<file path="config.mk">
export PLATFORM = sky130hd
export DESIGN_NAME = multi_clock_divider
export DESIGN_NICKNAME = d
export VERILOG_FILES = /design/src/rtl/multi_clock_divider_pkg.sv /design/src/rtl/multi_clock_divider_channel.sv /design/src/rtl/multi_clock_divider.sv
export SDC_FILE = /design/constraint.sdc
export NUM_CORES = 1
export LEC_CHECK = 0
export ABC_CLOCK_PERIOD_IN_PS = 2950
export CORE_ASPECT_RATIO = 2
export CORE_MARGIN = 2
export CORE_UTILIZATION = 58
export DETAILED_ROUTE_END_ITERATION = 16
export DONT_BUFFER_PORTS = 1
export GPL_ROUTABILITY_DRIVEN = 0
export GPL_TIMING_DRIVEN = 1
export PLACE_DENSITY = 0.87
export SLEW_MARGIN = 20
export SYNTH_ARGS = -nofsm -noshare
export SYNTH_HDL_FRONTEND = slang
export SYNTH_SLANG_ARGS = --single-unit
</file>
<file path="constraint.sdc">
create_clock -name clk_i -period 2.95 [get_ports clk_i]
set_input_delay 0.885 -clock clk_i [delete_from_list [all_inputs] [get_ports clk_i]]
set_output_delay 0.885 -clock clk_i [all_outputs]
set_load 0.1 [all_outputs]
</file>
<file path="src/rtl/multi_clock_divider_pkg.sv">
// Shared types, reset defaults and config validation for the multi-channel clock divider.
package multi_clock_divider_pkg;

  localparam int DIV_W_DEFAULT = 8;
  localparam int DEFAULT_DIV   = 4;
  localparam int DEFAULT_HIGH  = 2;

  typedef logic [DIV_W_DEFAULT-1:0] div_count_t;

  typedef struct packed {
    div_count_t div;
    div_count_t high;
  } div_config_t;

  // A config is usable when the channel exists, the period is at least two
  // cycles, and both the high and the low phase are at least one cycle long.
  function automatic logic cfg_valid(input int unsigned ch, input int unsigned div,
                                     input int unsigned high, input int unsigned num_ch);
    return (ch < num_ch) && (div >= 2) && (high >= 1) && (high < div);
  endfunction

endpackage

</file>
<file path="src/rtl/multi_clock_divider_channel.sv">
// One divider channel: period counter, active and pending config, registered level and tick.
module multi_clock_divider_channel
  import multi_clock_divider_pkg::*;
#(
  parameter int DIV_W    = DIV_W_DEFAULT,
  parameter int RST_DIV  = DEFAULT_DIV,
  parameter int RST_HIGH = DEFAULT_HIGH
) (
  input  logic             clk_i,
  input  logic             rst_ni,
  input  logic             en_i,
  input  logic             sync_i,
  input  logic             wr_i,
  input  logic [DIV_W-1:0] wr_div_i,
  input  logic [DIV_W-1:0] wr_high_i,
  output logic             pending_o,
  output logic             clk_o,
  output logic             tick_o
);

  typedef struct packed {
    logic [DIV_W-1:0] div;
    logic [DIV_W-1:0] high;
  } cfg_t;

  cfg_t             act_q, act_d;
  cfg_t             pend_q, pend_d;
  logic             pending_q, pending_d;
  logic [DIV_W-1:0] cnt_q, cnt_d;
  logic             clk_q, clk_d;
  logic             tick_q, tick_d;
  logic             wrap;
  logic             restart;

  always_comb begin
    wrap      = (cnt_q == act_q.div - DIV_W'(1));
    // A disabled channel sits at a period boundary, so it may take new config at once.
    restart   = !en_i || sync_i || wrap;
    act_d     = act_q;
    pend_d    = pend_q;
    pending_d = pending_q;
    if (restart && pending_q) begin
      act_d     = pend_q;
      pending_d = 1'b0;
    end
    // A write landing on the boundary cycle stays pending for the next one.
    if (wr_i) begin
      pend_d.div  = wr_div_i;
      pend_d.high = wr_high_i;
      pending_d   = 1'b1;
    end
    if (en_i) begin
      clk_d  = (cnt_q < act_q.high);
      tick_d = (cnt_q == '0);
      cnt_d  = (sync_i || wrap) ? '0 : cnt_q + DIV_W'(1);
    end else begin
      clk_d  = 1'b0;
      tick_d = 1'b0;
      cnt_d  = '0;
    end
  end

  always_ff @(posedge clk_i) begin
    if (!rst_ni) begin
      act_q.div  <= DIV_W'(RST_DIV);
      act_q.high <= DIV_W'(RST_HIGH);
      pend_q     <= '0;
      pending_q  <= 1'b0;
      cnt_q      <= '0;
      clk_q      <= 1'b0;
      tick_q     <= 1'b0;
    end else begin
      act_q      <= act_d;
      pend_q     <= pend_d;
      pending_q  <= pending_d;
      cnt_q      <= cnt_d;
      clk_q      <= clk_d;
      tick_q     <= tick_d;
    end
  end

  assign pending_o = pending_q;
  assign clk_o     = clk_q;
  assign tick_o    = tick_q;

endmodule

</file>
<file path="src/rtl/multi_clock_divider.sv">
// N-channel programmable clock divider: config write decode/validation, error flag, sync fan-out.
module multi_clock_divider
  import multi_clock_divider_pkg::*;
#(
  parameter  int NUM_CH       = 4,
  parameter  int DIV_W        = DIV_W_DEFAULT,
  parameter  int DEFAULT_DIV  = multi_clock_divider_pkg::DEFAULT_DIV,
  parameter  int DEFAULT_HIGH = multi_clock_divider_pkg::DEFAULT_HIGH,
  localparam int CH_W         = (NUM_CH > 1) ? $clog2(NUM_CH) : 1
) (
  input  logic              clk_i,
  input  logic              rst_ni,
  input  logic [NUM_CH-1:0] en_i,
  input  logic              syncReq_i,
  input  logic              cfgWe_i,
  input  logic [CH_W-1:0]   cfgCh_i,
  input  logic [DIV_W-1:0]  cfgDiv_i,
  input  logic [DIV_W-1:0]  cfgHigh_i,
  output logic              cfgErr_o,
  output logic [NUM_CH-1:0] cfgPending_o,
  output logic [NUM_CH-1:0] clkOut_o,
  output logic [NUM_CH-1:0] tick_o
);

  logic              accept;
  logic              cfg_err_q, cfg_err_d;
  logic [NUM_CH-1:0] wr_sel;

  assign accept    = cfgWe_i && cfg_valid(32'(cfgCh_i), 32'(cfgDiv_i), 32'(cfgHigh_i), NUM_CH);
  assign cfg_err_d = cfgWe_i && !accept;

  always_ff @(posedge clk_i) begin
    if (!rst_ni) begin
      cfg_err_q <= 1'b0;
    end else begin
      cfg_err_q <= cfg_err_d;
    end
  end

  assign cfgErr_o = cfg_err_q;

  for (genvar gi = 0; gi < NUM_CH; gi++) begin : g_ch
    assign wr_sel[gi] = accept && (cfgCh_i == CH_W'(gi));

    multi_clock_divider_channel #(
      .DIV_W    (DIV_W),
      .RST_DIV  (DEFAULT_DIV),
      .RST_HIGH (DEFAULT_HIGH)
    ) u_ch (
      .clk_i     (clk_i),
      .rst_ni    (rst_ni),
      .en_i      (en_i[gi]),
      .sync_i    (syncReq_i),
      .wr_i      (wr_sel[gi]),
      .wr_div_i  (cfgDiv_i),
      .wr_high_i (cfgHigh_i),
      .pending_o (cfgPending_o[gi]),
      .clk_o     (clkOut_o[gi]),
      .tick_o    (tick_o[gi])
    );
  end

endmodule
</file>
# Word-level counts from Yosys, hierarchy flattened
# Cells that the tools add are included.
# W data, S select, Z words.
[classes]
n_addsub = 8
n_lt_le_gt_ge = 7
n_eq_ne = 7
muxes = 8
bitwise_logic = 5
n_reduce_logical = 46
[ops]
columns = ["operator", "count"]
rows = [
  ["$lt A8 B8 Y1", 5],
  ["$add A8 B1 Y8 const B", 4],
  ["$eq A8 B8 Y1", 4],
  ["$logic_not A8 Y1", 4],
  ["$sub A8 B1 Y8 const B", 4],
  ["$logic_and A1 B1 Y1", 12],
  ["$logic_or A1 B1 Y1", 12],
  ["$reduce_or A3 Y1", 4],
  ["$ge A8 B1 Y1 const B", 1],
  ["$ge A8 B2 Y1 const B", 1],
  ["$mux W1", 8],
  ["$reduce_and A2 Y1", 4],
  ["$reduce_bool A2 Y1", 4],
  ["$logic_not A1 Y1", 5],
  ["$not A1 Y1", 5],
  ["$eq A2 B2 Y1 const B", 2],
  ["$eq A2 B1 Y1 const B", 1],
  ["$logic_not A2 Y1", 1],
]
[word_totals]
ff_bits = 173
inputBits = 26
output_inout_bits = 13
wordCells = 114

# Depth between registers and ports, before layout
# Gate-level depths: netlist of the first run.
[logic_depth]
depth_word = 6
mapped_depth = 11
mapped_depth_nobuf = 9

# Cells and area by module
# From an unflattened synthesis of the first run, not the netlist that was laid out.
[hier_totals]
cells_unflattened = 950
hier_area_um2 = 8775.9
[by_module_without_submodules]
columns = ["mod", "instances", "cells_per_inst", "area_per_inst_um2", "seq_area_each_um2"]
rows = [
  ["multi_clock_divider_channel", 4, 228, 2123.3, 860.8],
  ["multi_clock_divider", 1, 38, 282.8, 20.0],
]

# Least setup slack after synthesis of the first run
# Ideal clock, no wire load.
[synth_path]
path_kind = "input-to-reg"
startpoint = "input cfgDiv_i[1]"
endpoint = "register g_ch[3].u_ch.pend_q[0] in the netlist's numbering"
setup_ns = 0.072
arrival_ns = 2.744
t_required_ns = 2.878
setup_slack_ns = 0.134
stages = 9
n_path_buf = 1
cell_sequence = "inv_1 -> ha_1 -> a21o_1 -> a21o_1 -> a21oi_1 -> o211ai_1 -> nor2_1 -> buf_4 -> mux2i_1"
[synth_between]
elab_chain_cells = 5
word_cells_on_any_way = 6
classes_between = "order compare (2); reduce/logical (4)"
[synth_rtl]
columns = ["element", "line", "rtl"]
rows = [
  ["start: declaration", "multi_clock_divider.sv:17", "input logic [DIV_W-1:0] cfgDiv_i,"],
  ["$ge A8 B2 Y1", "multi_clock_divider_pkg.sv:19", "return (ch < num_ch) && (div >= 2) && (high >= 1) && (high < div);"],
  ["$logic_and A1 B1 Y1", "multi_clock_divider_pkg.sv:19", ""],
  ["$logic_and A1 B1 Y1 (*)", "multi_clock_divider_pkg.sv:19", ""],
  ["$logic_and A1 B1 Y1 (*)", "multi_clock_divider.sv:29", "assign accept = cfgWe_i && cfg_valid(32'(cfgCh_i), 32'(cfgDiv_i), 32'(cfgHigh_i), NUM_CH);"],
  ["$logic_and A1 B1 Y1 (*)", "multi_clock_divider.sv:43", "assign wr_sel[gi] = accept && (cfgCh_i == CH_W'(gi));"],
  ["end signal: assignment", "multi_clock_divider_channel.sv:74", "pend_q <= pend_d;"],
  ["end: declaration", "multi_clock_divider_channel.sv:27", "cfg_t pend_q, pend_d;"],
]
# Mark *: on every way between the ends. The rest lies on a longest branch, timed or not.
# A chain may end at the register's enable or synchronous reset.

# Final worst setup path of the first run
[layout_path]
startpoint = "register g_ch[1].u_ch.act_q[8] in the netlist's numbering"
endpoint = "register g_ch[1].u_ch.act_q[2] in the netlist's numbering"
[layout_between]
elab_chain_cells = 4
[layout_rtl]
columns = ["element", "line", "rtl"]
rows = [
  ["start: declaration", "multi_clock_divider_channel.sv:26", "cfg_t act_q, act_d;"],
  ["start signal: assignment", "multi_clock_divider_channel.sv:73", "act_q <= act_d;"],
  ["$sub A8 B1 Y8", "multi_clock_divider_channel.sv:36", "wrap = (cnt_q == act_q.div - DIV_W'(1));"],
  ["$eq A8 B8 Y1", "multi_clock_divider_channel.sv:36", ""],
  ["$logic_or A1 B1 Y1", "multi_clock_divider_channel.sv:38", "restart = !en_i || sync_i || wrap;"],
  ["$logic_and A1 B1 Y1", "multi_clock_divider_channel.sv:42", "if (restart && pending_q) begin"],
]
# Every way passes these cells.

==> impl_metrics.env, run 1 <==
export IMPL_vias=6341
export IMPL_dpl_hpwl_um=12400
export IMPL_fin_crit_ns=2.57
export IMPL_worstSkewPairLatency_ns=0.43
export IMPL_ys_seq_area_share_pct=41.4
export IMPL_outcome="finished, final reports clean"
export IMPL_first_global_vias=6365
export IMPL_drt_vias_per_instance=5.75
export IMPL_antenna_found_initial=0
export IMPL_synthCells=907
export IMPL_synth_edf_count=0
export IMPL_clk_pin_slew_worst_paths_ns=0.07
export IMPL_firstDrtPassIters=5
export IMPL_grt_max_degree=165
export IMPL_grt_pass1_wl_um=30200
export IMPL_initial_core_util_pct=58.9
export IMPL_worst_setup_path_type="register to register"
export IMPL_ir_drop_mv=0.448
export IMPL_rr_worst_depth=9
export IMPL_rows=62
export IMPL_clock_skew_ns=0.0134
export IMPL_synthTopCellsByArea="dfxtp_1 41%, mux2i_1 14%, ha_1 7.0%"
export IMPL_dieArea_mm2=0.0155
export IMPL_crit_fanout=12
export IMPL_post_cts_buffers=0
export IMPL_clock_sinks=173
export IMPL_worstHoldPathCells=2
export IMPL_end_kind="register"
export IMPL_ant_nets=0
export IMPL_setup_ws_ns=0.382
export IMPL_drtIter0Drc=429
export IMPL_numPortBuffers=0
export IMPL_root_buffer="clkbuf_16"
export IMPL_fin_util_pct=64.5
export IMPL_final_common_cell="dfxtp_1"
export IMPL_fin_nets=970
export IMPL_place_ws_ns=0.171
export IMPL_max_stage_delay_ns=0.48
export IMPL_postSynth_asyncResetShare_pct=0
export IMPL_met2WireLength_um=9700
export IMPL_syn_nets=980
export IMPL_crit_chain="inv_1, ha_1, nor4_1, a32o_1, a221o_1, nand4_1, a31oi_4, buf_12, mux2i_1"
export IMPL_yosysWarnings=0
export IMPL_die_h_um=174
export IMPL_timing_setup_tns_ns=0
export IMPL_syn_to_final_growth_pct=9.49
export IMPL_hold_viol_final=0
export IMPL_grt_overflow_total=0
export IMPL_cts_hold_buffers=0
export IMPL_relSlewSlack_pct=51.4
export IMPL_m1WireLength_um=7450
export IMPL_finalCritPeriodShare_pct=87.0
export IMPL_synth_area_mm2=0.00836
export IMPL_core_area_mm2=0.0142
export IMPL_start_kind="register"
export IMPL_ys_types=50
export IMPL_cts_resized=0
export IMPL_dr_max_layer_used="met4"
export IMPL_grtUsageTotal_pct=25.1
export IMPL_hold_class="register to register"
export IMPL_synth_seq_cells=173
export IMPL_crit_slowest_cell="dfxtp_1"
export IMPL_critPathLaunch="g_ch[1].u_ch.act_q[8]$_SDFFE_PN0P_"
export IMPL_arrival_ns=2.91
export IMPL_met3_wirelength_um=1060
export IMPL_drive_gt1_share_pct=7.80
export IMPL_hp_start="g_ch[1].u_ch.act_q[0]$_SDFFE_PN0P_"
export IMPL_worst_pin_slew_ns=0.728
export IMPL_mostFrequentLayoutCells="173 x dfxtp_1, 137 x nand2_1, 115 x mux2i_1"
export IMPL_clockBufferDepth=2
export IMPL_cts_buffers=17
export IMPL_power_density_mw_per_mm2=533
export IMPL_h_tree_depth=4
export IMPL_p_leak_nw=3.57
export IMPL_maxCapViolations=0
export IMPL_finalSetupViolations=0
export IMPL_syn_area_per_cell_um2=9.22
export IMPL_drt_total_wl_um=18800
export IMPL_rsz0062_at_grt="no"
export IMPL_final_area_mm2=0.00916
export IMPL_slew_violations=0
export IMPL_dieWidth_um=88.9
export IMPL_ys_flop_type="dfxtp_1"
export IMPL_r2r_start="g_ch[1].u_ch.act_q[8]$_SDFFE_PN0P_"
export IMPL_yosysTopAreaCell="dfxtp_1"
export IMPL_num_io_pins=39
export IMPL_cts_tree="built"
export IMPL_synthDominantCellAreaShare_pct=41.4
export IMPL_drc=0
export IMPL_wire_per_inst_um=17.1
export IMPL_antenna_cells=0
export IMPL_place_area_mm2=0.00858
export IMPL_fmax_mhz=389
export IMPL_crit_required_ns=3.29
==> power breakdown <==
part           switching [W]  internal [W]  total [W]
sequential         0.0000230       0.00238    0.00240
combinational       0.000200      0.000106   0.000306
clock               0.000961       0.00121    0.00217
==> worst max-delay path: cells and delay by family, from the launching register on <==
family / cells / cell delay (ns)
AOI/OAI and AO/OA: 3 / 0.72
DFF: 1 / 0.48
and+or+nand+nor: 2 / 0.47
adders and majority gates: 1 / 0.30
buffers and inverters: 2 / 0.28
muxes: 1 / 0.24
==> Yosys cell counts (2+ instances only) <==
library cell  instances
a21oi_1               8
and3_1                8
a32o_1                2
or4_1                 5
a21o_1               15
mux2i_1             115
nand2b_1              5
clkbuf_1             26
buf_1                 3
a41oi_1               2
a31oi_1               2
nor4_1               17
o21ai_0              31
nand4_1               6
xor2_2                2
nor2b_1              13
a31oi_4               2
inv_1                65
nor3_2                2
nand2_1             137
nor4b_1               4
buf_4                15
nand3_1              46
nor3b_1               3
nor2_1               40
xnor2_1              36
a221o_1               2
nand3b_1              2
nor3_1               14
and2_1                2
buf_2                 7
dfxtp_1             173
o211ai_1              2
o311ai_0              4
xor2_1               29
ha_1                 47
a2bb2o_1              2
==> final timing paths <==
check        slack [ns]                                 end
max reg2reg        0.38  g_ch[1].u_ch.act_q[2]$_SDFFE_PN0P_
min reg2reg        0.46  g_ch[1].u_ch.act_q[0]$_SDFFE_PN0P_
max                0.38  g_ch[1].u_ch.act_q[2]$_SDFFE_PN0P_
min                0.46  g_ch[1].u_ch.act_q[0]$_SDFFE_PN0P_
==> flip-flops by register name, indices dropped and copies added (netlist names) <==
register / count
cfgErr_o: 1
g_ch.u_ch.act_q: 64
g_ch.u_ch.clk_o: 4
g_ch.u_ch.cnt_q: 32
g_ch.u_ch.pend_q: 64
g_ch.u_ch.pending_o: 4
g_ch.u_ch.tick_o: 4
==> layout make-up <==
| cell class | count | area (um^2) |
|---|---|---|
| Clock inverter | 12 | 126 |
| Clock buffer | 20 | 447 |
| Inverter | 65 | 244 |
| Tap cell | 192 | 240 |
| Timing Repair Buffer | 23 | 223 |
| Multi-Input combinational cell | 617 | 4410 |
| Sequential cell | 173 | 3460 |
| Fill cell | 1042 | 5040 |
==> cells by family after synthesis <==
group                    share of synthesized area (%)
AO/OA/AOI/OAI                                     7.20
XOR/XNOR                                          7.20
adder cells (fa/ha/maj)                           7.03
buffers and inverters                             6.12
flip-flops                                        41.4
multiplexers                                      13.8
AND/OR/NAND/NOR                                   17.3
==> stage by stage <==
stage               total power [W]  hold WS, ns  instances
finish                      0.00488        0.461       1102
global route                0.00500        0.480       1102
CTS                         0.00488        0.462       1102
detailed placement          0.00275        0.449       1070
global placement            0.00274        0.443       1070
floorplan                   0.00271        0.434        907
==> layer usage <==
layer,track usage [%],up-vias
li1,-,3042
met1,29.0,3026
met2,43.9,209
met3,4.81,64
met4,10.4,0
met5,0,-
(Power assumes the default switching activity.)
==> inputs of run 2 (changes only) <==
--- a/config.mk
+++ b/config.mk
@@ -8,12 +8,13 @@
 export ABC_CLOCK_PERIOD_IN_PS = 2950
 export CORE_ASPECT_RATIO = 2
 export CORE_MARGIN = 2
-export CORE_UTILIZATION = 58
+export CORE_UTILIZATION = 35
 export DETAILED_ROUTE_END_ITERATION = 16
 export DONT_BUFFER_PORTS = 1
 export GPL_ROUTABILITY_DRIVEN = 0
 export GPL_TIMING_DRIVEN = 1
-export PLACE_DENSITY = 0.87
+export PLACE_DENSITY = 0.62
+export SKIP_CTS_REPAIR_TIMING = 1
 export SLEW_MARGIN = 20
 export SYNTH_ARGS = -nofsm -noshare
 export SYNTH_HDL_FRONTEND = slang
==> impl_metrics.env, run 2 (same netlist as run 1, synthesis figures left out) <==
export IMPL_outcome="finished, final reports clean"
export IMPL_ir_drop_mv=0.320
export IMPL_wire_per_inst_um=15.6
export IMPL_dieWidth_um=113
export IMPL_drtIter0Drc=391
export IMPL_seqCellArea_mm2=0.00346
export IMPL_timing_setup_tns_ns=0
export IMPL_num_io_pins=39
export IMPL_first_global_vias=6034
export IMPL_slew_violations=0
export IMPL_clockBufferDepth=2
export IMPL_fillCellCount=2362
export IMPL_crit_chain="inv_1, ha_1, nor4_1, a32o_1, a221o_1, nand4_1, a31oi_4, buf_4, mux2i_1"
export IMPL_max_stage_delay_ns=0.45
export IMPL_rsz0062_at_grt="no"
export IMPL_worst_setup_path_type="register to register"
export IMPL_syn_to_final_growth_pct=11.8
export IMPL_finalSetupViolations=0
export IMPL_maxCapViolations=0
export IMPL_final_common_cell="dfxtp_1"
export IMPL_grt_overflow_total=0
export IMPL_clk_pin_slew_worst_paths_ns=0.06
export IMPL_core_area_mm2=0.0236
export IMPL_hold_class="register to register"
export IMPL_end_kind="register"
export IMPL_worst_pin_slew_ns=0.691
export IMPL_h_tree_depth=4
export IMPL_firstDrtPassIters=4
export IMPL_clock_sinks=173
export IMPL_p_leak_nw=3.62
export IMPL_fin_crit_ns=2.47
export IMPL_drc=0
export IMPL_relSlewSlack_pct=53.7
export IMPL_crit_fanout=12
export IMPL_power_density_mw_per_mm2=536
export IMPL_worstHoldPathCells=2
export IMPL_worstSkewPairLatency_ns=0.43
export IMPL_rows=80
export IMPL_finalCritPeriodShare_pct=83.6
export IMPL_mostFrequentLayoutCells="173 x dfxtp_1, 137 x nand2_1, 115 x mux2i_1"
export IMPL_hold_viol_final=0
export IMPL_antenna_found_initial=0
export IMPL_grt_max_degree=165
export IMPL_total_power_w=0.00501
export IMPL_final_area_mm2=0.00935
export IMPL_clock_skew_ns=0.00518
export IMPL_dpl_hpwl_um=13400
export IMPL_vias=6155
export IMPL_cts_tree="built"
export IMPL_initial_core_util_pct=35.4
export IMPL_drt_total_wl_um=18700
export IMPL_reg_largest_list="g_ch.u_ch.act_q x64, g_ch.u_ch.pend_q x64, g_ch.u_ch.cnt_q x32"
export IMPL_rr_worst_depth=9
export IMPL_die_h_um=223
export IMPL_root_buffer="clkbuf_16"
export IMPL_numPortBuffers=0
export IMPL_crit_slowest_cell="dfxtp_1"
export IMPL_fmax_mhz=405
export IMPL_ant_nets=0
export IMPL_grt_pass1_wl_um=30700
export IMPL_drt_vias_per_instance=5.12
export IMPL_arrival_ns=2.82
export IMPL_antenna_cells=0
export IMPL_place_area_mm2=0.00874
export IMPL_hold_worst_slack_ns=0.459
export IMPL_crit_required_ns=3.31
export IMPL_fin_nets=975
export IMPL_start_kind="register"
export IMPL_dieArea_mm2=0.0252
export IMPL_grtUsageTotal_pct=15.3
export IMPL_drive_gt1_share_pct=8.32
export IMPL_cts_buffers=17
export IMPL_multiInputGateArea_mm2=0.00441
## run 2: cell count changes in the layout (fill, tap and decap cells not counted)
cell	delta
buf_4	+5
inv_6	-4
clkinv_2	+3
bufinv_16	+2
clkbuf_8	+2
clkinv_4	-2
clkbuf_1	-1
inv_8	-1
## run 2: area by class of cell
cell class / count / area share [%]
multi-input cells: 617 / 47.2
flip-flops and latches: 173 / 37.1
clock buffers: 21 / 5.03
well taps: 287 / 3.84
repair buffers: 28 / 2.78
inverters: 65 / 2.61
clock inverters: 10 / 1.47
## run 2: critical path: cells and delay by family (launching register included)
family	cells	cell delay, ns
fa+ha+maj	1	0.30
compound gates	3	0.65
mux	1	0.22
flops	1	0.45
simple gates	2	0.39
buf+inv	2	0.37
## run 2: layer usage
layer / GRT usage (%) / part of all wire [%] / vias to the layer above
met5: 0 / 0 / -
met4: 5.63 / 1.9 / 0
met3: 3.71 / 5.4 / 23
met2: 25.6 / 50 / 131
met1: 19.0 / 43 / 2939
li1: - / - / 3062
## run 2: stage by stage
stage | cells | util (%) | worst slack [ns]
finish | 1201 | 39.6 | 0.483
global route | 1201 | 39.6 | 0.233
CTS | 1201 | 39.6 | 0.464
detailed placement | 1170 | 37.0 | 0.0759
global placement | 1170 | 37.0 | 0.0840
floorplan | 907 | - | 0.134
## run 2: final timing paths
check,to,slack [ns],startpoint
worst max-delay path,g_ch[0].u_ch.act_q[0]$_SDFFE_PN0P_,0.48,g_ch[0].u_ch.act_q[8]$_SDFFE_PN0P_
worst max register to register,g_ch[0].u_ch.act_q[0]$_SDFFE_PN0P_,0.48,g_ch[0].u_ch.act_q[8]$_SDFFE_PN0P_
worst min-delay path,g_ch[2].u_ch.pend_q[1]$_SDFFE_PN0P_,0.46,g_ch[2].u_ch.pend_q[1]$_SDFFE_PN0P_
worst min register to register,g_ch[2].u_ch.pend_q[1]$_SDFFE_PN0P_,0.46,g_ch[2].u_ch.pend_q[1]$_SDFFE_PN0P_
## run 2: power breakdown
| group | internal, W | switching [W] |
|---|---|---|
| Sequential | 0.00238 | 0.0000227 |
| Clock | 0.00139 | 0.000909 |
| Combinational | 0.000109 | 0.000198 |
==> inputs of run 3 (changes only) <==
--- a/config.mk
+++ b/config.mk
@@ -5,7 +5,7 @@
 export SDC_FILE = /design/constraint.sdc
 export NUM_CORES = 1
 export LEC_CHECK = 0
-export ABC_CLOCK_PERIOD_IN_PS = 2950
+export ABC_CLOCK_PERIOD_IN_PS = 2500
 export CORE_ASPECT_RATIO = 2
 export CORE_MARGIN = 2
 export CORE_UTILIZATION = 35
@@ -13,7 +13,7 @@
 export DONT_BUFFER_PORTS = 1
 export GPL_ROUTABILITY_DRIVEN = 0
 export GPL_TIMING_DRIVEN = 1
-export PLACE_DENSITY = 0.62
+export PLACE_DENSITY = 0.6
 export SKIP_CTS_REPAIR_TIMING = 1
 export SLEW_MARGIN = 20
 export SYNTH_ARGS = -nofsm -noshare
==> constraint.sdc (replaced) <==
create_clock -name clk_i -period 2.5 [get_ports clk_i]
set_input_delay 0.75 -clock clk_i [delete_from_list [all_inputs] [get_ports clk_i]]
set_output_delay 0.75 -clock clk_i [all_outputs]
set_load 0.1 [all_outputs]
==> impl_metrics.env, run 3 (same netlist as run 1, synthesis figures left out) <==
export IMPL_p_leak_nw=3.65
export IMPL_mostFrequentLayoutCells="173 x dfxtp_1, 137 x nand2_1, 115 x mux2i_1"
export IMPL_outcome="finished, final reports clean"
export IMPL_clockBufferDepth=2
export IMPL_dieWidth_um=113
export IMPL_ant_nets=0
export IMPL_ir_drop_mv=0.413
export IMPL_hold_viol_final=0
export IMPL_grt_overflow_total=0
export IMPL_clock_sinks=173
export IMPL_die_h_um=223
export IMPL_final_common_cell="dfxtp_1"
export IMPL_rsz0062_at_grt="no"
export IMPL_antenna_found_initial=0
export IMPL_initial_core_util_pct=35.4
export IMPL_clock_skew_ns=0.00695
export IMPL_num_io_pins=39
export IMPL_hold_class="register to register"
export IMPL_h_tree_depth=4
export IMPL_drc=0
export IMPL_start_kind="register"
export IMPL_syn_to_final_growth_pct=12.6
export IMPL_grt_max_degree=165
export IMPL_dpl_hpwl_um=13300
export IMPL_finalSetupViolations=0
export IMPL_fmax_mhz=432
export IMPL_firstDrtPassIters=4
export IMPL_drt_vias_per_instance=5.06
export IMPL_relSlewSlack_pct=66.7
export IMPL_crit_fanout=14
export IMPL_rows=80
export IMPL_fin_crit_ns=2.31
export IMPL_drive_gt1_share_pct=8.28
export IMPL_fin_nets=979
export IMPL_worstSkewPairLatency_ns=0.42
export IMPL_slew_violations=0
export IMPL_clk_pin_slew_worst_paths_ns=0.06
export IMPL_finalCritPeriodShare_pct=92.6
export IMPL_power_density_mw_per_mm2=626
export IMPL_reg_largest_list="g_ch.u_ch.act_q x64, g_ch.u_ch.pend_q x64, g_ch.u_ch.cnt_q x32"
export IMPL_root_buffer="clkbuf_16"
export IMPL_drtIter0Drc=380
export IMPL_vias=6103
export IMPL_grt_pass1_wl_um=30700
export IMPL_dieArea_mm2=0.0252
export IMPL_total_power_w=0.00589
export IMPL_crit_required_ns=2.85
export IMPL_first_global_vias=5973
export IMPL_worst_pin_slew_ns=0.497
export IMPL_end_kind="register"
export IMPL_worst_setup_path_type="register to register"
export IMPL_fin_util_pct=39.8
export IMPL_drt_total_wl_um=18700
export IMPL_core_area_mm2=0.0236
export IMPL_numPortBuffers=0
export IMPL_maxCapViolations=0
export IMPL_cts_buffers=17
export IMPL_antenna_cells=0
export IMPL_arrival_ns=2.66
export IMPL_cts_tree="built"
export IMPL_wire_per_inst_um=15.5
export IMPL_grtUsageTotal_pct=15.3
export IMPL_hold_worst_slack_ns=0.455
[run 3: worst paths after layout]
kind	startpoint	to	slack [ns]	cells past startpoint
worst max-delay path	g_ch[1].u_ch.act_q[9]$_SDFFE_PN0P_	g_ch[1].u_ch.act_q[13]$_SDFFE_PN0P_	0.19	8
worst max register to register	g_ch[1].u_ch.act_q[9]$_SDFFE_PN0P_	g_ch[1].u_ch.act_q[13]$_SDFFE_PN0P_	0.19	8
worst min-delay path	g_ch[1].u_ch.act_q[7]$_SDFFE_PN0P_	g_ch[1].u_ch.act_q[7]$_SDFFE_PN0P_	0.46	2
worst min register to register	g_ch[1].u_ch.act_q[7]$_SDFFE_PN0P_	g_ch[1].u_ch.act_q[7]$_SDFFE_PN0P_	0.46	2
[run 3: per-layer routing]
metal / global-route usage [%] / wire length, um
met5: 0 / 0
met4: 4.76 / 284
met3: 4.04 / 907
met2: 25.1 / 9100
met1: 19.6 / 8400
[run 3: worst max-delay path: stages (launching register included)]
cell	delay (ns)
dfxtp_1	0.41
inv_1	0.07
ha_1	0.29
xnor2_1	0.13
nor4_1	0.38
nand4_1	0.24
a31oi_4	0.31
buf_12	0.20
mux2i_1	0.20
[run 3: where the power goes]
group	total, W	switching [W]	internal [W]
clock network	0.00269	0.00104	0.00165
logic	0.000371	0.000237	0.000133
registers	0.00283	0.0000268	0.00281
total	0.00589	0.00130	0.00459
[run 3: area by class of cell]
cell class,instances,area [um^2]
multi-input cells,617,4410
clock buffers,25,485
inverters,65,244
flip-flops and latches,173,3460
repair buffers,32,340
clock inverters,6,109
fillers,2348,14200
well taps,287,359
[run 3: through the flow]
stage,cells,setup slack [ns],TNS (ns),cell area (um^2)
2_1_floorplan,907,-0.0213,-0.213,8380
3_3_place_gp,1173,-0.137,-5.75,8800
3_5_place_dp,1173,-0.215,-9.32,8800
4_1_cts,1204,0.0564,0,9390
5_1_grt,1205,0.0270,0,9410
6_report,1205,0.186,0,9410
